$ cat src/rtl/rc_operand_stage.sv
// rc_operand_stage
//   R->C and C->M pipeline registers plus C-stage operand resolution.
//   Each source operand is handled by one rc_operand_lane, which owns the
//   operand's data word, source address and "forward consumed" flag, and
//   resolves the operand from the hazard unit's forwarding select.
//
// Ports
//   clk, reset                     clock, synchronous active-high reset
//   rs1Data_R/rs2Data_R/imm_R      R-stage register data and immediate
//   rs1Adr_R/rs2Adr_R/rdAdr_R      R-stage source/destination addresses
//   RegWrite_R/MemEn_R/MemWrite_R/Valid_R  R-stage control
//   AluResult_C                    ALU result for the instruction in C
//   ReadData_W                     load data in writeback
//   Rs1ForwardSrc/Rs2ForwardSrc    00 none, 01 compute(M), 10 memory(W), 11 none
//   StallRC, FlushCM               hazard-unit controls
//   Rs1Operand_C/Rs2Operand_C      resolved operands (combinational)
//   Imm_C, rdAdr_C, RegWrite_C, MemEn_C    C-stage fields
//   AluResult_M, StoreData_M, rdAdr_M, RegWrite_M, MemEn_M, MemWrite_M, Valid_M
//   StallCount                     saturating count of StallRC cycles

module rc_operand_lane #(
  parameter int WORD_SIZE = 32,
  parameter int REG_ADR_W = 5
) (
  input  logic                 clk,
  input  logic                 reset,
  input  logic                 stall,
  input  logic                 validC,
  input  logic [WORD_SIZE-1:0] dataR,
  input  logic [REG_ADR_W-1:0] adrR,
  input  logic [1:0]           fwdSrc,
  input  logic [WORD_SIZE-1:0] aluResultM,
  input  logic [WORD_SIZE-1:0] readDataW,
  output logic [WORD_SIZE-1:0] operand
);
  localparam logic [1:0] NO_FWD      = 2'b00;
  localparam logic [1:0] FWD_COMPUTE = 2'b01;
  localparam logic [1:0] FWD_MEMORY  = 2'b10;

  logic [WORD_SIZE-1:0] dataC;
  logic [REG_ADR_W-1:0] adrC;
  logic                 fwdUsed;
  logic [1:0]           effSel;

  // Once a compute forward has been captured into dataC the select is stale,
  // so it is ignored; x0 and bubbles are never forwarded.
  always_comb begin
    effSel = fwdSrc;
    if (fwdUsed || (adrC == '0) || !validC || (fwdSrc == 2'b11))
      effSel = NO_FWD;
  end

  always_comb begin
    case (effSel)
      FWD_COMPUTE: operand = aluResultM;
      FWD_MEMORY:  operand = readDataW;
      default:     operand = dataC;
    endcase
  end

  // During a stall the resolved operand is written back into dataC so the
  // value survives its producer retiring. Only COMPUTE marks the forward as
  // consumed: a MEMORY select in a load-use stall sees stale W data and the
  // hazard unit re-presents it on the following cycle.
  always_ff @(posedge clk) begin
    if (reset) begin
      dataC   <= '0;
      adrC    <= '0;
      fwdUsed <= 1'b0;
    end else if (!stall) begin
      dataC   <= dataR;
      adrC    <= adrR;
      fwdUsed <= 1'b0;
    end else begin
      dataC   <= operand;
      fwdUsed <= fwdUsed | (effSel == FWD_COMPUTE);
    end
  end
endmodule

module rc_operand_stage #(
  parameter int WORD_SIZE = 32,
  parameter int REG_ADR_W = $clog2(WORD_SIZE),
  parameter int CNT_W     = 16
) (
  input  logic                 clk,
  input  logic                 reset,
  input  logic [WORD_SIZE-1:0] rs1Data_R,
  input  logic [WORD_SIZE-1:0] rs2Data_R,
  input  logic [WORD_SIZE-1:0] imm_R,
  input  logic [REG_ADR_W-1:0] rs1Adr_R,
  input  logic [REG_ADR_W-1:0] rs2Adr_R,
  input  logic [REG_ADR_W-1:0] rdAdr_R,
  input  logic                 RegWrite_R,
  input  logic                 MemEn_R,
  input  logic                 MemWrite_R,
  input  logic                 Valid_R,
  input  logic [WORD_SIZE-1:0] AluResult_C,
  input  logic [WORD_SIZE-1:0] ReadData_W,
  input  logic [1:0]           Rs1ForwardSrc,
  input  logic [1:0]           Rs2ForwardSrc,
  input  logic                 StallRC,
  input  logic                 FlushCM,
  output logic [WORD_SIZE-1:0] Rs1Operand_C,
  output logic [WORD_SIZE-1:0] Rs2Operand_C,
  output logic [WORD_SIZE-1:0] Imm_C,
  output logic [REG_ADR_W-1:0] rdAdr_C,
  output logic                 RegWrite_C,
  output logic                 MemEn_C,
  output logic [WORD_SIZE-1:0] AluResult_M,
  output logic [WORD_SIZE-1:0] StoreData_M,
  output logic [REG_ADR_W-1:0] rdAdr_M,
  output logic                 RegWrite_M,
  output logic                 MemEn_M,
  output logic                 MemWrite_M,
  output logic                 Valid_M,
  output logic [CNT_W-1:0]     StallCount
);
  localparam int NUM_OPS = 2;

  typedef struct packed {
    logic [WORD_SIZE-1:0] imm;
    logic [REG_ADR_W-1:0] rdAdr;
    logic                 regWrite;
    logic                 memEn;
    logic                 memWrite;
    logic                 valid;
  } rcCtrl_t;

  typedef struct packed {
    logic [WORD_SIZE-1:0] aluResult;
    logic [WORD_SIZE-1:0] storeData;
    logic [REG_ADR_W-1:0] rdAdr;
    logic                 regWrite;
    logic                 memEn;
    logic                 memWrite;
    logic                 valid;
  } cmReg_t;

  rcCtrl_t rc;
  cmReg_t  cm;

  logic [NUM_OPS-1:0][WORD_SIZE-1:0] opDataR, opOperand;
  logic [NUM_OPS-1:0][REG_ADR_W-1:0] opAdrR;
  logic [NUM_OPS-1:0][1:0]           opFwdSrc;

  assign opDataR  = {rs2Data_R, rs1Data_R};
  assign opAdrR   = {rs2Adr_R, rs1Adr_R};
  assign opFwdSrc = {Rs2ForwardSrc, Rs1ForwardSrc};

  for (genvar i = 0; i < NUM_OPS; i++) begin : gLane
    rc_operand_lane #(
      .WORD_SIZE(WORD_SIZE),
      .REG_ADR_W(REG_ADR_W)
    ) uLane (
      .clk       (clk),
      .reset     (reset),
      .stall     (StallRC),
      .validC    (rc.valid),
      .dataR     (opDataR[i]),
      .adrR      (opAdrR[i]),
      .fwdSrc    (opFwdSrc[i]),
      .aluResultM(cm.aluResult),
      .readDataW (ReadData_W),
      .operand   (opOperand[i])
    );
  end

  assign Rs1Operand_C = opOperand[0];
  assign Rs2Operand_C = opOperand[1];

  // RC control fields simply hold under stall; data words live in the lanes.
  always_ff @(posedge clk) begin
    if (reset) begin
      rc <= '0;
    end else if (!StallRC) begin
      rc.imm      <= imm_R;
      rc.rdAdr    <= rdAdr_R;
      rc.regWrite <= RegWrite_R;
      rc.memEn    <= MemEn_R;
      rc.memWrite <= MemWrite_R;
      rc.valid    <= Valid_R;
    end
  end

  assign Imm_C      = rc.imm;
  assign rdAdr_C    = rc.rdAdr;
  assign RegWrite_C = rc.regWrite;
  assign MemEn_C    = rc.memEn;

  // CM is independent of StallRC; a stall without a flush duplicates C into M.
  always_ff @(posedge clk) begin
    if (reset || FlushCM) begin
      cm <= '0;
    end else begin
      cm.aluResult <= AluResult_C;
      cm.storeData <= Rs2Operand_C;
      cm.rdAdr     <= rc.rdAdr;
      cm.regWrite  <= rc.regWrite;
      cm.memEn     <= rc.memEn;
      cm.memWrite  <= rc.memWrite;
      cm.valid     <= rc.valid;
    end
  end

  assign AluResult_M = cm.aluResult;
  assign StoreData_M = cm.storeData;
  assign rdAdr_M     = cm.rdAdr;
  assign RegWrite_M  = cm.regWrite;
  assign MemEn_M     = cm.memEn;
  assign MemWrite_M  = cm.memWrite;
  assign Valid_M     = cm.valid;

  always_ff @(posedge clk) begin
    if (reset)
      StallCount <= '0;
    else if (StallRC && (StallCount != {CNT_W{1'b1}}))
      StallCount <= StallCount + 1'b1;
  end
endmodule

$ cat config.mk
export PLATFORM = sky130hd
export DESIGN_NAME = rc_operand_stage
export DESIGN_NICKNAME = d
export VERILOG_FILES = /design/src/rtl/rc_operand_stage.sv
export SDC_FILE = /design/constraint.sdc
export NUM_CORES = 1
export LEC_CHECK = 0
export CAP_MARGIN = 15
export CORE_AREA = 3 3 150 152
export DETAILED_ROUTE_END_ITERATION = 12
export DIE_AREA = 0 0 153 155
export GPL_ROUTABILITY_DRIVEN = 0
export HOLD_SLACK_MARGIN = 0.15
export PLACE_DENSITY = 0.82
export SLEW_MARGIN = 5
export SYNTH_ARGS = -nofsm -noshare
export SYNTH_HDL_FRONTEND = slang
export SYNTH_SLANG_ARGS = --single-unit
$ cat constraint.sdc
create_clock -name clk -period 3.9 [get_ports clk]
set_input_delay 0.78 -clock clk [delete_from_list [all_inputs] [get_ports clk]]
set_output_delay 0.78 -clock clk [all_outputs]
set_load 0.005 [all_outputs]
==> results of run 1 <==
## layer usage
metal | global-route usage (%) | vias to the layer above | share of wire [%]
met4 | 7.59 | 2 | 3.5
met1 | 26.0 | 3734 | 37
li1 | - | 3770 | -
met3 | 6.76 | 78 | 8.1
met2 | 42.1 | 369 | 51
met5 | 0 | - | 0.044
## synthesized netlist by cell type, types with 3 or more instances
master and count:
a21oi_1 9, a22oi_1 64, a311oi_1 3, and2_1 73
and3_1 3, buf_1 3, buf_2 10, buf_4 37
clkbuf_1 51, dfxtp_1 206, ha_1 5, inv_1 7
mux2i_1 118, nand2_1 70, nand2b_1 3, nand3_1 4
nand4_1 6, nor2_1 126, nor2b_1 3, o21ai_0 70
o31ai_1 6, or3_1 3, or4_1 7
## registers in the layout, indices dropped and copies added, names as in the netlist, 2 cells and up
name	cells
AluResult_M	32
Imm_C	32
StallCount	16
StoreData_M	32
gLane.uLane.adrC	10
gLane.uLane.dataC	64
gLane.uLane.fwdUsed	2
rc	2
rdAdr_C	5
rdAdr_M	5
## worst max path at each step
stage | to | depth (start not counted)
floorplan | Rs1Operand_C[11] | 8
global placement | Rs2Operand_C[1] | 6
detailed placement | Rs2Operand_C[1] | 6
CTS | Rs2Operand_C[29] | 9
global route | Rs2Operand_C[23] | 8
finish | Rs2Operand_C[7] | 7
## power groups by stage
stage               clock network, mW  logic (mW)  registers (mW)
CTS                              2.29       0.734            2.25
global route                     2.36       0.797            2.26
global placement                    0       0.713            2.29
detailed placement                  0       0.725            2.29
finish                           2.24       0.742            2.25
floorplan                           0       0.285            2.28
## through the flow
stage	instance area [um2]	setup TNS (ps)
floorplan	8430	0
global placement	12400	-1430
detailed placement	12400	-2340
CTS	13200	0
global route	13400	-35.8
finish	13400	0
## kinds of logic after synthesis
| logic type | after synthesis |
|---|---|
| fa+ha+maj | 5 |
| simple gates | 310 |
| flops | 206 |
| mux | 119 |
| compound gates | 158 |
| buf+inv | 109 |
## repair_timing
item                       in CTS  in global routing
cloned                          0                  2
pin swaps                       2                  8
gates resized for setup        64                 48
hold endpoints to repair        0                  0
buffers inserted                0                  5
setup endpoints to repair      63                 40
## final cells by class
type	count	share of cell area [%]
timing repair buffer	421	31.8
multi-input combinational	592	28.9
clock inverter	7	0.847
antenna	1	0.0186
tap	275	2.56
clock buffer	34	4.96
inverter	7	0.196
sequential	206	30.7
==> results.toml, run 1 <==
[yosys]
synth-seq-cells = 206
synth-simple-area-share_pct = 17.7
synthAdderAreaFrac_pct = 0.742
synth_area_leaders = "dfxtp_1 (49%), mux2i_1 (14%), a22oi_1 (5.7%), nor2_1 (5.6%), and2_1 (5.4%)"
yosys.area.top_type_share_pct = 48.9
synth_top_family_by_area = "simple AND/OR/NAND/NOR gates"
synthMuxAreaShare_pct = 14.1
postSynthAreaPerCell_um2 = 9.30
synth.yosys.seq_area_share_pct = 48.9
synth_cells = 907
async_reset_ff_share_pct = 0
synth.distinct_cells = 37
synth_flop_cell = "dfxtp_1"
synth-compound-area-share_pct = 11.8
syn_nets = 1099
syn_area_mm2 = 0.00843
synth_edf_count = 0
synth_top_cell_by_area = "dfxtp_1"
synthXorXnorAreaFrac_pct = 0
yosysWarnings = 0

[floorplanning]
start_util_pct = 39.9
io_pins = 379
die_w_um = 153
coreArea_mm2 = 0.0212
fp-row-count = 53
die_y_um = 155
die-area_mm2 = 0.0237

[critical_path]
critPathKind = "reg2out"
endpoint_kind = "output pin"
path_cells = "or4_4, o21a_1, nand3b_1, ha_4, buf_12, o21ai_1, clkdlybuf4s50_1"
critPathLaunch = "gLane[1].uLane.adrC[0]"
critPathMaxFanout = 42
start_kind = "flop"
path_buf_inv = 2
required_ps = 3120
r2r_start = "gLane[1].uLane.adrC[0]"
reg2reg_to = "gLane[1].uLane.dataC[25]"
cp_top_family = "simple AND/OR/NAND/NOR gates"
reg2regPathDepth = 11
slowest_delay_ps = 570
r2r_slack_ps = 1320
arrival_ps = 3050
crit_path_top_delay_cell = "clkdlybuf4s50_1"

[drt]
first_iter_violations = 440
ant_nets = 0
routed_wl_mm = 29.7
avgRoutedWirePerCell_um = 19.2
vias = 7953
drt-pass1-iter-count = 5
drc_errors = 0
viasPerCell = 5.15

[clocking]
htreeDepth = 1
tritoncts = "built"
cts.sinks = 206
clock_path_buffers = 3
root_buffer = "clkbuf_16"
insertion_delay_ps = 500
ctsHoldBuffers = 0
cts_buffers = 23
clk_pin_slew_ps = 60

[hold_path]
whs_path_depth = 1
holdCritPathClass = "reg2reg"
hold_end = "MemWrite_M"
hp-start = "rc[1]"

[grt]
antenna_found_initial = 2
grt_pass1_wl_mm = 44.5
grt-ovfl-total = 0
grt.total_usage_pct = 23.1
grt_max_degree = 75
grt_pass1_vias = 7981

[final_layout]
final_cells = 1543
area.growth.synth_to_final_pct = 59.4
n_fill_cell = 1719
drive_above_1_share_pct = 8.84
nNetsFinal = 1443
layout_commonest_cell = "clkdlybuf4s50_1"
layout_common_cells = "clkdlybuf4s50_1 (341), dfxtp_1 (206), nor2_1 (125), mux2i_1 (118), and2_1 (73)"
multiInputGateArea_mm2 = 0.00389
seqCellArea_mm2 = 0.00412
fin_util_pct = 63.5

[power_and_ir_drop]
totalPowerFinal_mw = 5.23
p_leak_nw = 5.63
ir_drop_v = 0.000292
netSwitchingPower_mw = 1.20
pwr-share-seq_pct = 43.0
pwr-share-comb_pct = 14.2
power_density_mw_per_mm2 = 389
p_clk_share_pct = 42.8
p_int_mw = 4.03
swShare_pct = 22.9

[placement]
hpwl_mm = 21.1
place_ws_ps = -198
port_buffers = 378
placed_cells = 1494

[timing]
period_needed_ps = 3830
worst_slew_pin_slew_ps = 1060
finalHoldViolCount = 0
rsz0062_at_grt = "yes"
max_freq_ghz = 0.261
fin_crit_sh_pct = 98.2
relSlewSlack_pct = 29.6
fin_worst_skew_ps = 7.49
fin_ws_ps = 70.4
maxSlewViolCount = 0
setup_violations = 0
holdWs_ps = 478

[run]
drv_cap = 0

[outcome]
status = "complete, no violations"
No activity file was read; power rests on OpenSTA's default activity.
==> run 2, diff against run 1 <==
--- a/config.mk
+++ b/config.mk
@@ -16,3 +16,4 @@
 export SYNTH_ARGS = -nofsm -noshare
 export SYNTH_HDL_FRONTEND = slang
 export SYNTH_SLANG_ARGS = --single-unit
+export TNS_END_PERCENT = 1
==> run 2 against run 1 <==
Sequential power is essentially flat. Utilization shrank 0.55 points. The run now ends with negative setup slack left. Die area is the same. Largest power group unchanged. Fmax is 2.2% lower. First-iteration DRC count shrank 11%.
==> results.toml, run 2 (synthesis gave the netlist of run 1 again) <==
[placement]
place_ws_ps = -198
hpwl_mm = 21.1
port_buffers = 378
placed_cells = 1494

[timing]
fin_worst_skew_ps = 9.62
fin_crit_sh_pct = 100
period_needed_ps = 3910
fin_ws_ps = -13.8
rsz0062_at_grt = "yes"
worst_slew_pin_slew_ps = 1080
maxSlewViolCount = 0
setup_violations = 1
finalHoldViolCount = 0
relSlewSlack_pct = 27.9
max_freq_ghz = 0.256

[critical_path]
crit_path_top_delay_cell = "or4_4"
start_kind = "flop"
critPathKind = "reg2out"
path_cells = "or4_4, o21a_1, nand3b_1, inv_1, ha_1, buf_12, a22oi_1, o21ai_0, buf_4, clkdlybuf4s50_1"
critPathLaunch = "gLane[1].uLane.adrC[0]"
arrival_ps = 3130
required_ps = 3120
slowest_delay_ps = 550
endpoint_kind = "output pin"
r2r_start = "gLane[1].uLane.adrC[0]"
critPathMaxFanout = 20

[drt]
drt-pass1-iter-count = 5
ant_nets = 0
routed_wl_mm = 29.3
avgRoutedWirePerCell_um = 19.1
viasPerCell = 5.12
drc_errors = 0
first_iter_violations = 390
vias = 7859

[power_and_ir_drop]
p_leak_nw = 5.59
ir_drop_v = 0.000291
power_density_mw_per_mm2 = 392

[hold_path]
hp-start = "rc[1]"
holdCritPathClass = "reg2reg"

[clocking]
insertion_delay_ps = 500
tritoncts = "built"
clock_path_buffers = 3
clk_pin_slew_ps = 60
cts.sinks = 206
root_buffer = "clkbuf_16"
cts_buffers = 23
htreeDepth = 1
ctsHoldBuffers = 0

[grt]
grt_pass1_wl_mm = 44.5
antenna_found_initial = 2
grt_max_degree = 75
grt-ovfl-total = 0
grt.total_usage_pct = 23.1
grt_pass1_vias = 7974

[floorplanning]
die_y_um = 155
fp-row-count = 53
coreArea_mm2 = 0.0212
die-area_mm2 = 0.0237
io_pins = 379
die_w_um = 153
start_util_pct = 39.9

[run]
drv_cap = 0

[final_layout]
seqCellArea_mm2 = 0.00412
nNetsFinal = 1436
drive_above_1_share_pct = 7.78
layout_common_cells = "clkdlybuf4s50_1 (341), dfxtp_1 (206), nor2_1 (125), mux2i_1 (118), and2_1 (73)"
layout_commonest_cell = "clkdlybuf4s50_1"
largest_register_ffs = 64
final_cells = 1536
max_flop_register = "gLane.uLane.dataC"
fin_util_pct = 63.0
area.growth.synth_to_final_pct = 58.0
multiInputGateArea_mm2 = 0.00385
n_fill_cell = 1735

[outcome]
status = "finished, violations left"
violations = "negative setup slack"
## run 2: cell types whose count changed in the layout (fill, tap and decap cells not counted), sizes merged
cell and change:
dlygate4sd2 -2, dlymetal6s2s +2, buf -5, clkbuf -2
## run 2: stage by stage
step | area [um2] | TNS, ps | total power, mW | hold WS, ps
floorplan | 8430 | 0 | 2.57 | 430
global placement | 12400 | -1430 | 3.00 | 435
detailed placement | 12400 | -2340 | 3.02 | 460
CTS | 13200 | -113 | 5.28 | 474
global route | 13300 | -1220 | 5.40 | 499
finish | 13300 | -13.8 | 5.22 | 479
## run 2: routing by layer
| metal | vias to the layer above | part of all wire [%] | GRT usage, % |
|---|---|---|---|
| met2 | 347 | 51 | 42.0 |
| met3 | 70 | 7.8 | 6.87 |
| met1 | 3687 | 38 | 25.9 |
| met4 | 2 | 3.4 | 7.68 |
| met5 | - | 0.044 | 0 |
| li1 | 3753 | - | - |
## run 2: path summary, 6_finish.rpt
kind                                                  to  slack (ps)  cells past startpoint
worst max-delay path                     Rs2Operand_C[0]         -10                     10
worst min-delay path                          MemWrite_M         480                      1
worst max register to register  gLane[1].uLane.dataC[30]        1290                     11
worst min register to register                MemWrite_M         480                      1
## run 2: area by class of cell
type	count	area share (%)
Timing Repair Buffer	414	31.5
Sequential cell	206	31.0
Multi-Input combinational cell	592	28.9
Clock buffer	34	5.01
Tap cell	275	2.58
Clock inverter	7	0.855
Inverter	7	0.197
Antenna cell	1	0.0188
## run 2: critical path: cells and delay by family, from the launching register on
kind | cells | cell delay, ps
simple gates | 2 | 760
fa+ha+maj | 1 | 230
compound gates | 3 | 450
buf+inv | 4 | 860
flops | 1 | 310
## run 2: where the power goes
| part | internal [mW] | switching (mW) | total, mW |
|---|---|---|---|
| sequential | 2.20 | 0.0478 | 2.25 |
| clock | 1.38 | 0.862 | 2.24 |
| combinational | 0.443 | 0.287 | 0.730 |
| total | 4.02 | 1.20 | 5.22 |
## run 2: what timing repair did
action	in CTS	in global routing
hold endpoints to repair	0	0
pin swaps	0	1
resized for setup	60	41
buffers inserted	0	0
setup endpoints to repair	63	49
